$ cat src/rtl/fpu_mult_pkg.sv
// Shared constants and types for the sequential FPU multiply responder.
package fpu_mult_pkg;
  localparam logic [2:0] S_IDLE  = 3'd0;
  localparam logic [2:0] S_LOAD  = 3'd1;
  localparam logic [2:0] S_MULT  = 3'd2;
  localparam logic [2:0] S_NORM  = 3'd3;
  localparam logic [2:0] S_ROUND = 3'd4;
  localparam logic [2:0] S_DONE  = 3'd5;

  localparam int BIAS    = 127;
  localparam int EXP_MAX = 255;

  localparam logic [31:0] QNAN    = 32'h7FC00000;
  localparam logic [31:0] POS_INF = 32'h7F800000;
  localparam logic [30:0] MAX_FIN = 31'h7F7FFFFF;

  localparam logic [1:0] RM_NEAR = 2'b00;
  localparam logic [1:0] RM_ZERO = 2'b01;
  localparam logic [1:0] RM_PINF = 2'b10;
  localparam logic [1:0] RM_NINF = 2'b11;

  typedef struct packed {
    logic [31:0] word;
    logic        ovf;
    logic        unf;
  } round_res_t;
endpackage

$ cat src/rtl/fpu_round_unit.sv
// Combinational rounding, overflow saturation and flush-to-zero for a normalised product.
module fpu_round_unit
  import fpu_mult_pkg::*;
(
  input  logic              sign,
  input  logic [22:0]       frac,
  input  logic              guard,
  input  logic              sticky,
  input  logic signed [9:0] exp,
  input  logic [1:0]        mode,
  output round_res_t        res
);
  localparam logic signed [9:0] EMAX = 10'(EXP_MAX);

  logic              inc, carry;
  logic [22:0]       frac_r;
  logic signed [9:0] exp_r;

  always_comb begin
    inc = 1'b0;
    case (mode)
      RM_NEAR: inc = guard & (frac[0] | sticky);
      RM_ZERO: inc = 1'b0;
      RM_PINF: inc = ~sign & (guard | sticky);
      RM_NINF: inc = sign & (guard | sticky);
      default: inc = 1'b0;
    endcase
    // hidden bit is always 1 here, so a wrap of the fraction is exactly 1.0 with exp+1
    carry  = inc & (&frac);
    frac_r = frac + {22'b0, inc};
    exp_r  = exp + {9'b0, carry};

    res.ovf  = (exp_r >= EMAX);
    res.unf  = (exp_r <= 10'sd0);
    res.word = {sign, exp_r[7:0], frac_r};
    if (res.ovf) begin
      case (mode)
        RM_NEAR: res.word = {sign, POS_INF[30:0]};
        RM_ZERO: res.word = {sign, MAX_FIN};
        RM_PINF: res.word = sign ? {sign, MAX_FIN} : {sign, POS_INF[30:0]};
        default: res.word = sign ? {sign, POS_INF[30:0]} : {sign, MAX_FIN};
      endcase
    end else if (res.unf) begin
      res.word = {sign, 31'b0};
    end
  end
endmodule

$ cat src/rtl/fpu_mult_seq_responder.sv
// Handshaked single-precision multiplier: radix-2 shift-add, one multiplier bit per clock.
module fpu_mult_seq_responder
  import fpu_mult_pkg::*;
#(
  parameter int W  = 32,
  parameter int EW = 8,
  parameter int SW = 23
) (
  input  logic         clk,
  input  logic         rst,
  input  logic         beg_FSM,
  input  logic         rst_FSM,
  input  logic [W-1:0] Data_MX,
  input  logic [W-1:0] Data_MY,
  input  logic [1:0]   round_mode,
  output logic         overflow_flag,
  output logic         underflow_flag,
  output logic         ready_flag,
  output logic [W-1:0] F_ieee_result
);
  logic [2:0]        state;
  logic [31:0]       x, y;
  logic [1:0]        rm;
  logic              sign;
  logic signed [9:0] exp;
  logic [47:0]       mcd, prod;
  logic [23:0]       mlt;
  logic [4:0]        cnt;
  logic [22:0]       frac;
  logic              grd, stk;
  logic [31:0]       result;
  logic              ovf, unf, ready;

  logic        x_nan, y_nan, x_inf, y_inf, x_zero, y_zero, special;
  logic [31:0] spc_word;
  round_res_t  rnd;

  always_comb begin
    x_nan   = (&x[30:23]) & (|x[22:0]);
    y_nan   = (&y[30:23]) & (|y[22:0]);
    x_inf   = (&x[30:23]) & ~(|x[22:0]);
    y_inf   = (&y[30:23]) & ~(|y[22:0]);
    x_zero  = ~(|x[30:23]);
    y_zero  = ~(|y[30:23]);
    special = x_nan | y_nan | x_inf | y_inf | x_zero | y_zero;
    if (x_nan | y_nan | (x_inf & y_zero) | (y_inf & x_zero))
      spc_word = QNAN;
    else if (x_inf | y_inf)
      spc_word = {x[31] ^ y[31], POS_INF[30:0]};
    else
      spc_word = {x[31] ^ y[31], 31'b0};
  end

  fpu_round_unit u_round (
    .sign   (sign),
    .frac   (frac),
    .guard  (grd),
    .sticky (stk),
    .exp    (exp),
    .mode   (rm),
    .res    (rnd)
  );

  always_ff @(posedge clk or posedge rst) begin
    if (rst) begin
      state  <= S_IDLE;
      x      <= '0;
      y      <= '0;
      rm     <= '0;
      sign   <= 1'b0;
      exp    <= '0;
      mcd    <= '0;
      prod   <= '0;
      mlt    <= '0;
      cnt    <= '0;
      frac   <= '0;
      grd    <= 1'b0;
      stk    <= 1'b0;
      result <= '0;
      ovf    <= 1'b0;
      unf    <= 1'b0;
      ready  <= 1'b0;
    end else if (rst_FSM) begin
      state <= S_IDLE;
      ovf   <= 1'b0;
      unf   <= 1'b0;
      ready <= 1'b0;
    end else begin
      case (state)
        S_IDLE: if (beg_FSM) begin
          x     <= Data_MX;
          y     <= Data_MY;
          rm    <= round_mode;
          state <= S_LOAD;
        end
        S_LOAD: begin
          sign <= x[31] ^ y[31];
          exp  <= 10'($signed({2'b00, x[30:23]}) + $signed({2'b00, y[30:23]}) - BIAS);
          mcd  <= {24'b0, 1'b1, x[22:0]};
          mlt  <= {1'b1, y[22:0]};
          prod <= '0;
          cnt  <= '0;
          if (special) begin
            result <= spc_word;
            ovf    <= 1'b0;
            unf    <= 1'b0;
            ready  <= 1'b1;
            state  <= S_DONE;
          end else begin
            state <= S_MULT;
          end
        end
        S_MULT: begin
          if (mlt[0]) prod <= prod + mcd;
          mcd <= mcd << 1;
          mlt <= mlt >> 1;
          cnt <= cnt + 5'd1;
          if (cnt == 5'd23) state <= S_NORM;
        end
        S_NORM: begin
          if (prod[47]) begin
            exp  <= exp + 10'sd1;
            frac <= prod[46:24];
            grd  <= prod[23];
            stk  <= |prod[22:0];
          end else begin
            frac <= prod[45:23];
            grd  <= prod[22];
            stk  <= |prod[21:0];
          end
          state <= S_ROUND;
        end
        S_ROUND: begin
          result <= rnd.word;
          ovf    <= rnd.ovf;
          unf    <= rnd.unf;
          ready  <= 1'b1;
          state  <= S_DONE;
        end
        S_DONE: ;
        default: state <= S_IDLE;
      endcase
    end
  end

  assign F_ieee_result  = result;
  assign overflow_flag  = ovf;
  assign underflow_flag = unf;
  assign ready_flag     = ready;
endmodule
$ cat config.mk
export PLATFORM = sky130hd
export DESIGN_NAME = fpu_mult_seq_responder
export DESIGN_NICKNAME = d
export VERILOG_FILES = /design/src/rtl/fpu_mult_pkg.sv /design/src/rtl/fpu_round_unit.sv /design/src/rtl/fpu_mult_seq_responder.sv
export SDC_FILE = /design/constraint.sdc
export NUM_CORES = 1
export LEC_CHECK = 0
export ABC_AREA = 1
export CAP_MARGIN = 10
export CORE_MARGIN = 2
export CORE_UTILIZATION = 60
export DETAILED_ROUTE_END_ITERATION = 10
export PLACE_DENSITY = 0.81
export SETUP_SLACK_MARGIN = 0.5
export SKIP_LAST_GASP = 1
export SYNTH_ARGS = -nofsm -noshare
export SYNTH_HDL_FRONTEND = slang
export SYNTH_SLANG_ARGS = --single-unit
export TNS_END_PERCENT = 30
$ cat constraint.sdc
create_clock -name clk -period 11.3 [get_ports clk]
set_input_delay 1.13 -clock clk [delete_from_list [all_inputs] [get_ports clk]]
set_output_delay 1.13 -clock clk [all_outputs]
set_load 0.01 [all_outputs]
==> flow_summary.ini, run 1 <==
[routing]
drc_errors = 0
wl_per_cell_um = 16.0
first_iter_violations = 1188
routed_wl_um = 41500
ant_nets = 0
num_vias = 14600
routed_via_density = 5.64
drt_pass1_iterations = 7

[floorplanning]
fp.dieW_um = 169
io_pins = 105
start_util_pct = 60.7
rows = 60
core_area_um2 = 26800
dieHeight_um = 169
dieArea_um2 = 28500

[cells_and_area]
antenna_cells = 0
mostFrequentLayoutCell = nand2_1
num-nets-final = 2365
layout_common_cells = nand2_1 (560), inv_1 (289), dfrtp_1 (265)
drive_gt1_share_pct = 7.25
fin_cells = 2588
syn_to_final_growth_pct = 13.3

[clock_network]
tritoncts = done
numCtsBuffers = 29
cts_root_buffer = clkbuf_16
cts_setup_buffers = 0
clockBufferDepth = 3
post_cts_resized = 0
path_clk_slew_ps = 60
clk_latency_ps = 580
htree_levels = 1
postCtsHoldBufs = 0
clock-sinks = 265

[yosys]
syn_nets = 2287
synth_edf_count = 0
async_reset_ff_share_pct = 100
synth_seq_cells = 265
synth_flop_cell = dfrtp_1
syn_area_per_cell_um2 = 7.58
ys_seq_area_share_pct = 40.7
syn_area_um2 = 16300
yosysUniqueCellTypes = 52
synth_largest_area_cell = dfrtp_1
synthCells = 2147
synth_area_leaders = dfrtp_1 (41%), nand2_1 (13%), inv_1 (6.7%), ha_1 (5.2%), nor2_1 (4.5%)
synth.yosys.warnings = 0
yosys.area.top_type_share_pct = 40.7

[worst_setup_path]
r2r_setup_slack_ps = 7510
cp_slowest_cell = a2111oi_0
start_kind = register
slowest_delay_ps = 530
r2r-start = frac[2]
crit_type = register to register
r2r-end = F_ieee_result[17]
critPathRequiredTime_ps = 11750
arrival_ps = 4240
cp_common_cell = nand2_1
critPathMaxFanout = 27
worstSetupEndpointType = register
critical_path.cell_chain = nand2_1 -> or4_1 -> a2111oi_0 -> ha_1 -> ha_1 -> nand2_1 -> nor2_4 -> nand2_1 -> nand2_1 -> nand3_2 -> nor2_2 -> nand2_2 -> nand2_4 -> inv_1 -> nand3_1 -> nand2_1 -> nand2_1 -> nand2_1
worstSetupStartpoint = frac[2]
worstRegToRegCells = 18

[placement]
place_hpwl_um = 30900
dpl_worst_slack_ps = 7030
gp_congestion = 0.959
io_buffers = 104
dp.cells = 2535

[sta]
setup_ws_ps = 7510
rsz0062_at_grt = false
finalMaxSlewViolations = 0
setup_violations = 0
fin_skew_ps = 27.2
fin_crit_sh_pct = 33.5
hold_viol = 0
fmax_mhz = 264
tns_ps = 0
worstMarginPinSlew_ps = 1050
period_needed_ps = 3790
fin_hold_ws_ps = 469
maxSlewHeadroom_pct = 30.0

[run]
cap_violations = 0

[min_path]
hold_depth = 2
min_to = F_ieee_result[16]
worstHoldStart = F_ieee_result[16]
hold_class = register to register

[outcome]
status = complete, no violations

[grt]
grt_max_degree = 106
grt_pass1_vias = 14100
grtUsageTotal_pct = 29.6
grt.overflow.total = 0
grt_pass1_wl_um = 68900
antenna_found_initial = 0

[pwr]
p_per_area_nw_per_um2 = 266
total_leakage_power_uw = 0.00894
peakVddDrop_uv = 168
==> sequential cells by signal (all words and copies together), names as in the netlist, 2 cells and up <==
name	flops
mlt	24
exp	10
y	32
mcd	48
prod	48
cnt	5
frac	23
x	32
state	3
rm	2
F_ieee_result	32
==> cells in the mapped netlist, drive strengths merged (22+ instances only) <==
library cell and n:
mux2 59, clkbuf 30, nand2 570, buf 35
o22ai 34, nand4 32, o211ai 58, ha 68
nor2 204, o21ai 170, a21oi 132, nor3 22
dfrtp 265, inv 301, nand3 85
==> critical path: cells and delay by family, from the launching register on <==
kind | cells | cell delay, ps
AOI/OAI and AO/OA | 1 | 530
adders and majority gates | 2 | 610
buffers and inverters | 1 | 180
DFF | 1 | 440
and+or+nand+nor | 14 | 1910
==> metrics by stage <==
step / cell area, um2 / util [%] / total power (uW)
floorplan: 16300 / - / 3250
global placement: 17400 / 65.1 / 3790
detailed placement: 17400 / 65.1 / 3870
CTS: 18400 / 68.8 / 4890
global route: 18400 / 68.8 / 5290
finish: 18400 / 68.8 / 4900
==> logic make-up (layout without fill, tap and decap cells) <==
family,after synthesis,count (layout),share of synthesized area [%]
and+or+nand+nor,931,931,23.8
adders and majority gates,70,70,5.47
buffers and inverters,366,466,9.23
xor gates and xnor gates,27,27,1.57
DFF,265,265,40.7
muxes,59,59,4.08
AOI/OAI and AO/OA,429,429,15.1
==> final cells by class <==
class	instances	area [um2]
fill	2163	8360
timing repair buffer	112	1100
clock inverter	12	186
sequential	265	6630
tap	341	427
multi-input combinational	1516	8140
inverter	301	1140
clock buffer	41	811
==> report_power, final <==
part | internal (uW) | total [uW] | switching (uW)
Combinational | 843 | 2170 | 1320
Sequential | 1380 | 1750 | 370
Clock | 592 | 989 | 397
==> worst max-delay path by stage <==
| stage | endpoint | slack [ps] | cells after the start |
|---|---|---|---|
| after detailed placement | F_ieee_result[11] | 7030 | 4 |
| after floorplan | F_ieee_result[0] | 2870 | 1 |
| after global placement | F_ieee_result[10] | 7050 | 4 |
| final | F_ieee_result[17] | 7510 | 18 |
| after global routing | F_ieee_result[28] | 7260 | 17 |
| after CTS | F_ieee_result[17] | 7540 | 18 |
==> metal layers <==
metal / vias to the layer above / GRT usage, % / part of all wire (%)
met4: 0 / 8.66 / 2.7
met2: 443 / 50.3 / 48
met1: 6865 / 40.2 / 44
met5: - / 0 / 0
li1: 7212 / - / -
met3: 73 / 3.37 / 5.3
Power figures use the tool's default switching activity.
==> run 2, diff against run 1 <==
CORE_UTILIZATION = 55   (was 60)
PLACE_DENSITY = 0.78   (was 0.81)
clock period = 3.35 ns   (was 11.3 ns; I/O delays follow)
==> flow_summary.ini, run 2 (synthesis results as in run 1) <==
[cells_and_area]
layout_common_cells = nand2_1 (548), inv_1 (288), dfrtp_1 (265)
antenna_cells = 0
fin_cells = 2679
top_regs = mcd (48), prod (48)
n_fill_cell = 2459
mostFrequentLayoutCell = nand2_1
num-nets-final = 2414
fin_area_um2 = 19200
drive_gt1_share_pct = 10.7
syn_to_final_growth_pct = 17.8

[grt]
grt.overflow.total = 0
antenna_found_initial = 0
grt_max_degree = 92
grtUsageTotal_pct = 28.4
grt_pass1_vias = 14200
grt_pass1_wl_um = 71500

[sta]
maxSlewHeadroom_pct = 46.7
setup_violations = 0
fin_crit_sh_pct = 98.3
finalMaxSlewViolations = 0
fin_skew_ps = 27.4
fmax_mhz = 304
period_needed_ps = 3290
rsz0062_at_grt = true
hold_viol = 0
worstMarginPinSlew_ps = 780

[placement]
place_hpwl_um = 32300
io_buffers = 104
dp.cells = 2596
gp_congestion = 0.969
post_dp_cell_area_um2 = 17700

[worst_setup_path]
critPathMaxFanout = 7
worstSetupEndpointType = register
critPathRequiredTime_ps = 3830
start_kind = register
arrival_ps = 3770
crit_type = register to register

[pwr]
p_per_area_nw_per_um2 = 896
peakVddDrop_uv = 502
p_comb_share_pct = 46.7
p_sw_share_pct = 42.5
total_leakage_power_uw = 0.00926
p_switching_uw = 7300
p_int_uw = 9880
p_seq_share_pct = 34.0
p_clk_share_pct = 19.3

[clock_network]
clock-sinks = 265
cts_root_buffer = clkbuf_16
numCtsBuffers = 29
tritoncts = done
clockBufferDepth = 3
htree_levels = 1
clk_latency_ps = 580
path_clk_slew_ps = 60

[floorplanning]
start_util_pct = 56.2
rows = 62
fp.dieW_um = 176
core_area_um2 = 28900
dieHeight_um = 176
io_pins = 105
dieArea_um2 = 31000

[routing]
ant_nets = 0
drc_errors = 0
first_iter_violations = 1125
wl_per_cell_um = 16.3
routed_via_density = 5.53
routed_wl_um = 43600
drt_pass1_iterations = 8
num_vias = 14800

[run]
cap_violations = 0

[outcome]
status = complete, no violations

[min_path]
hold_class = input port to asynchronous set/reset pin
run 2: cell types whose count changed in the layout (fill, tap and decap cells not counted), sizes merged:
cell / before / now
bufinv: 4 / 3
buf: 8 / 56
inv: 302 / 301
clkinvlp: 3 / 4
clkbuf: 41 / 40
bufbuf: 0 / 1
clkinv: 4 / 5
run 2: layout make-up:
cell class | instances | area, um2 | share of cell area (%)
Clock buffer | 40 | 827 | 4.31
Multi-Input combinational cell | 1516 | 8320 | 43.4
Inverter | 301 | 1140 | 5.95
Clock inverter | 12 | 161 | 0.842
Timing Repair Buffer | 161 | 1610 | 8.39
Sequential cell | 265 | 6630 | 34.6
Tap cell | 384 | 480 | 2.51
run 2: worst max-delay path, cell delays in order, from the launching register on:
cell and delay, ps:
dfrtp_1 360, nand2_1 80, or4_4 550, a2111oi_4 360, ha_2 290, buf_6 100
buf_6 90, nand3_4 110, nor2_4 170, nand2_2 90, xor2_4 230, nand2_4 130
buf_4 150, buf_4 140, o21ai_2 100, nand2_1 90, a21oi_2 160
run 2: what timing repair did:
item,in CTS,in global routing
gates resized for setup,30,25
pin swaps,8,11
buffers inserted,22,7
cloned,2,0
endpoints found under the setup margin,33,33
hold buffers,0,0
run 2: path summary, 6_finish.rpt:
kind                       cells past startpoint                end   startpoint  slack (ps)
max                                           16  F_ieee_result[27]      frac[3]          60
min                                            2               x[9]          rst         200
max reg2reg                                   16  F_ieee_result[27]      frac[3]          60
min reg2reg                                    1             cnt[4]       cnt[4]         460
max in group asynchronous                      3              x[28]          rst        2210
min in group clk                               3              x[30]  Data_MX[30]         350
run 2: stage by stage:
stage / TNS (ps) / total power (uW) / hold slack [ps] / setup slack [ps] / utilization [%]
floorplan: -127860 / 11000 / 434 / -483 / -
detailed placement: -1050 / 13300 / 454 / -67.2 / 61.2
CTS: 0 / 17000 / 199 / 366 / 65.8
global route: -389 / 18500 / 253 / -108 / 66.2
global placement: 0 / 13000 / 447 / 33.4 / 61.2
finish: 0 / 17200 / 200 / 58.0 / 66.2
run 2: metal layers:
layer	wire length, um	vias up	global-route usage, %
met5	0	-	0
met4	1370	0	8.99
met3	2180	84	3.38
met2	20300	439	46.6
met1	19700	6988	39.6
li1	-	7297	-
run 2: power by group through the flow:
stage	clock [uW]	sequential [uW]	combinational, uW
3_3_place_gp	0	5790	7250
6_report	3320	5840	8020
2_1_floorplan	0	5560	5410
3_5_place_dp	0	5850	7420
5_1_grt	3490	5990	9040
4_1_cts	3360	5810	7860
==> run 3, diff against run 2 <==
CORE_UTILIZATION = 45   (was 55)
PLACE_DENSITY = 0.66   (was 0.78)
==> flow_summary.ini, run 3 (synthesis results as in run 1) <==
[outcome]
status = complete, no violations

[grt]
grt_pass1_vias = 14200
grtUsageTotal_pct = 23.7
antenna_found_initial = 1
grt.overflow.total = 0
grt_max_degree = 93
grt_pass1_wl_um = 73700

[worst_setup_path]
start_kind = register
worstRegToRegCells = 22
cp_common_cell = buf_4
cp_slowest_cell = dfrtp_1
crit_type = register to register
slowest_delay_ps = 350
worstSetupEndpointType = register
critPathMaxFanout = 5
r2r-end = F_ieee_result[18]
r2r-start = frac[2]
critPathRequiredTime_ps = 3820
arrival_ps = 3590
critical_path.cell_chain = nand2_1 -> buf_4 -> buf_4 -> buf_4 -> buf_4 -> buf_4 -> buf_4 -> buf_4 -> buf_4 -> buf_4 -> buf_4 -> buf_4 -> buf_4 -> buf_4 -> nor2_2 -> nand2_2 -> nor3_2 -> nand3_1 -> xor2_1 -> o21ai_2 -> nand2_1 -> nand2_1
r2r_setup_slack_ps = 240

[routing]
drc_errors = 0
num_vias = 14700
drt_pass1_iterations = 7
routed_wl_um = 44800
first_iter_violations = 927
wl_per_cell_um = 16.2
ant_nets = 0
routed_via_density = 5.32

[clock_network]
htree_levels = 1
clock-sinks = 265
path_clk_slew_ps = 60
clk_latency_ps = 600
cts_root_buffer = clkbuf_16
numCtsBuffers = 31
clockBufferDepth = 3
tritoncts = done

[placement]
io_buffers = 104
dpl_worst_slack_ps = -93.5
gp_congestion = 0.922
post_dp_cell_area_um2 = 17800
place_hpwl_um = 33300

[sta]
hold_viol = 0
worstMarginPinSlew_ps = 1010
fin_hold_ws_ps = 127
rsz0062_at_grt = true
setup_violations = 0
period_needed_ps = 3110
maxSlewHeadroom_pct = 32.3
finalMaxSlewViolations = 0
fin_skew_ps = 27.9
setup_ws_ps = 235
fin_crit_sh_pct = 93.0
fmax_mhz = 321

[cells_and_area]
num-nets-final = 2427
drive_gt1_share_pct = 11.7
fin_area_um2 = 19500
layout_common_cells = nand2_1 (544), inv_1 (288), dfrtp_1 (265)
antenna_cells = 0
syn_to_final_growth_pct = 19.9
mostFrequentLayoutCell = nand2_1
fin_util_pct = 54.8
top_regs = mcd (48), prod (48)

[pwr]
total_leakage_power_uw = 0.00935
fin_total_pwr_uw = 17600
p_per_area_nw_per_um2 = 904
peakVddDrop_uv = 553

[floorplanning]
core_area_um2 = 35600
start_util_pct = 45.8
fp.dieW_um = 194
dieHeight_um = 194
io_pins = 105
dieArea_um2 = 37700
rows = 69

[min_path]
hold_class = input port to asynchronous set/reset pin

[run]
cap_violations = 0
-- run 3: cell types whose count changed in the layout (fill, tap and decap cells not counted), moves of 3 or more --
cell and change:
buf_4 +9, o21ai_2 +5, nand2_2 +3, clkbuf_16 +3
o21ai_1 -5, nand2_1 -4
-- run 3: worst max path at each step --
stage,from,endpoint,slack [ps],cells after the start
floorplan,rst,F_ieee_result[0],-480,1
global placement,frac[21],F_ieee_result[2],-40,15
detailed placement,frac[21],F_ieee_result[19],-90,15
CTS,frac[2],F_ieee_result[24],210,19
global route,frac[0],F_ieee_result[24],30,18
finish,frac[2],F_ieee_result[18],240,22
-- run 3: power breakdown --
| group | leakage (uW) | internal, uW | switching, uW |
|---|---|---|---|
| logic | 0.00550 | 3460 | 4860 |
| clock network | 0.000499 | 2050 | 1430 |
| registers | 0.00336 | 4650 | 1190 |
| total | 0.00935 | 10200 | 7480 |
-- run 3: what timing repair did --
| item | 4_1_cts | 5_1_grt |
|---|---|---|
| setup buffers | 31 | 6 |
| resized for setup | 40 | 28 |
| hold buffers | 0 | 0 |
| endpoints found under the setup margin | 33 | 33 |
| cloned | 3 | 1 |
| pin swaps | 10 | 21 |
-- run 3: stage by stage --
stage | instances | TNS, ps
floorplan | 2147 | -127860
CTS | 2764 | 0
finish | 2771 | 0
global route | 2771 | 0
global placement | 2674 | -753
detailed placement | 2674 | -1690
-- run 3: final cells by class --
| class | instances | area [um2] |
|---|---|---|
| fill | 3367 | 16100 |
| inverter | 301 | 1140 |
| timing repair buffer | 172 | 1740 |
| sequential | 265 | 6630 |
| tap | 461 | 577 |
| clock buffer | 43 | 871 |
| clock inverter | 13 | 173 |
| multi-input combinational | 1516 | 8370 |
-- run 3: critical path: cells and delay by family, from the launching register on --
family	cells	cell delay (ps)
buffers and inverters	13	1590
and+or+nand+nor	7	760
DFF	1	350
xor gates and xnor gates	1	220
AOI/OAI and AO/OA	1	90
-- run 3: layer usage --
layer | vias up | global-route usage (%) | part of all wire, %
li1 | 7324 | - | -
met1 | 6993 | 33.2 | 47
met2 | 340 | 38.5 | 46
met3 | 83 | 3.36 | 4.5
met4 | 2 | 6.59 | 2.8
met5 | - | 0 | 0.027
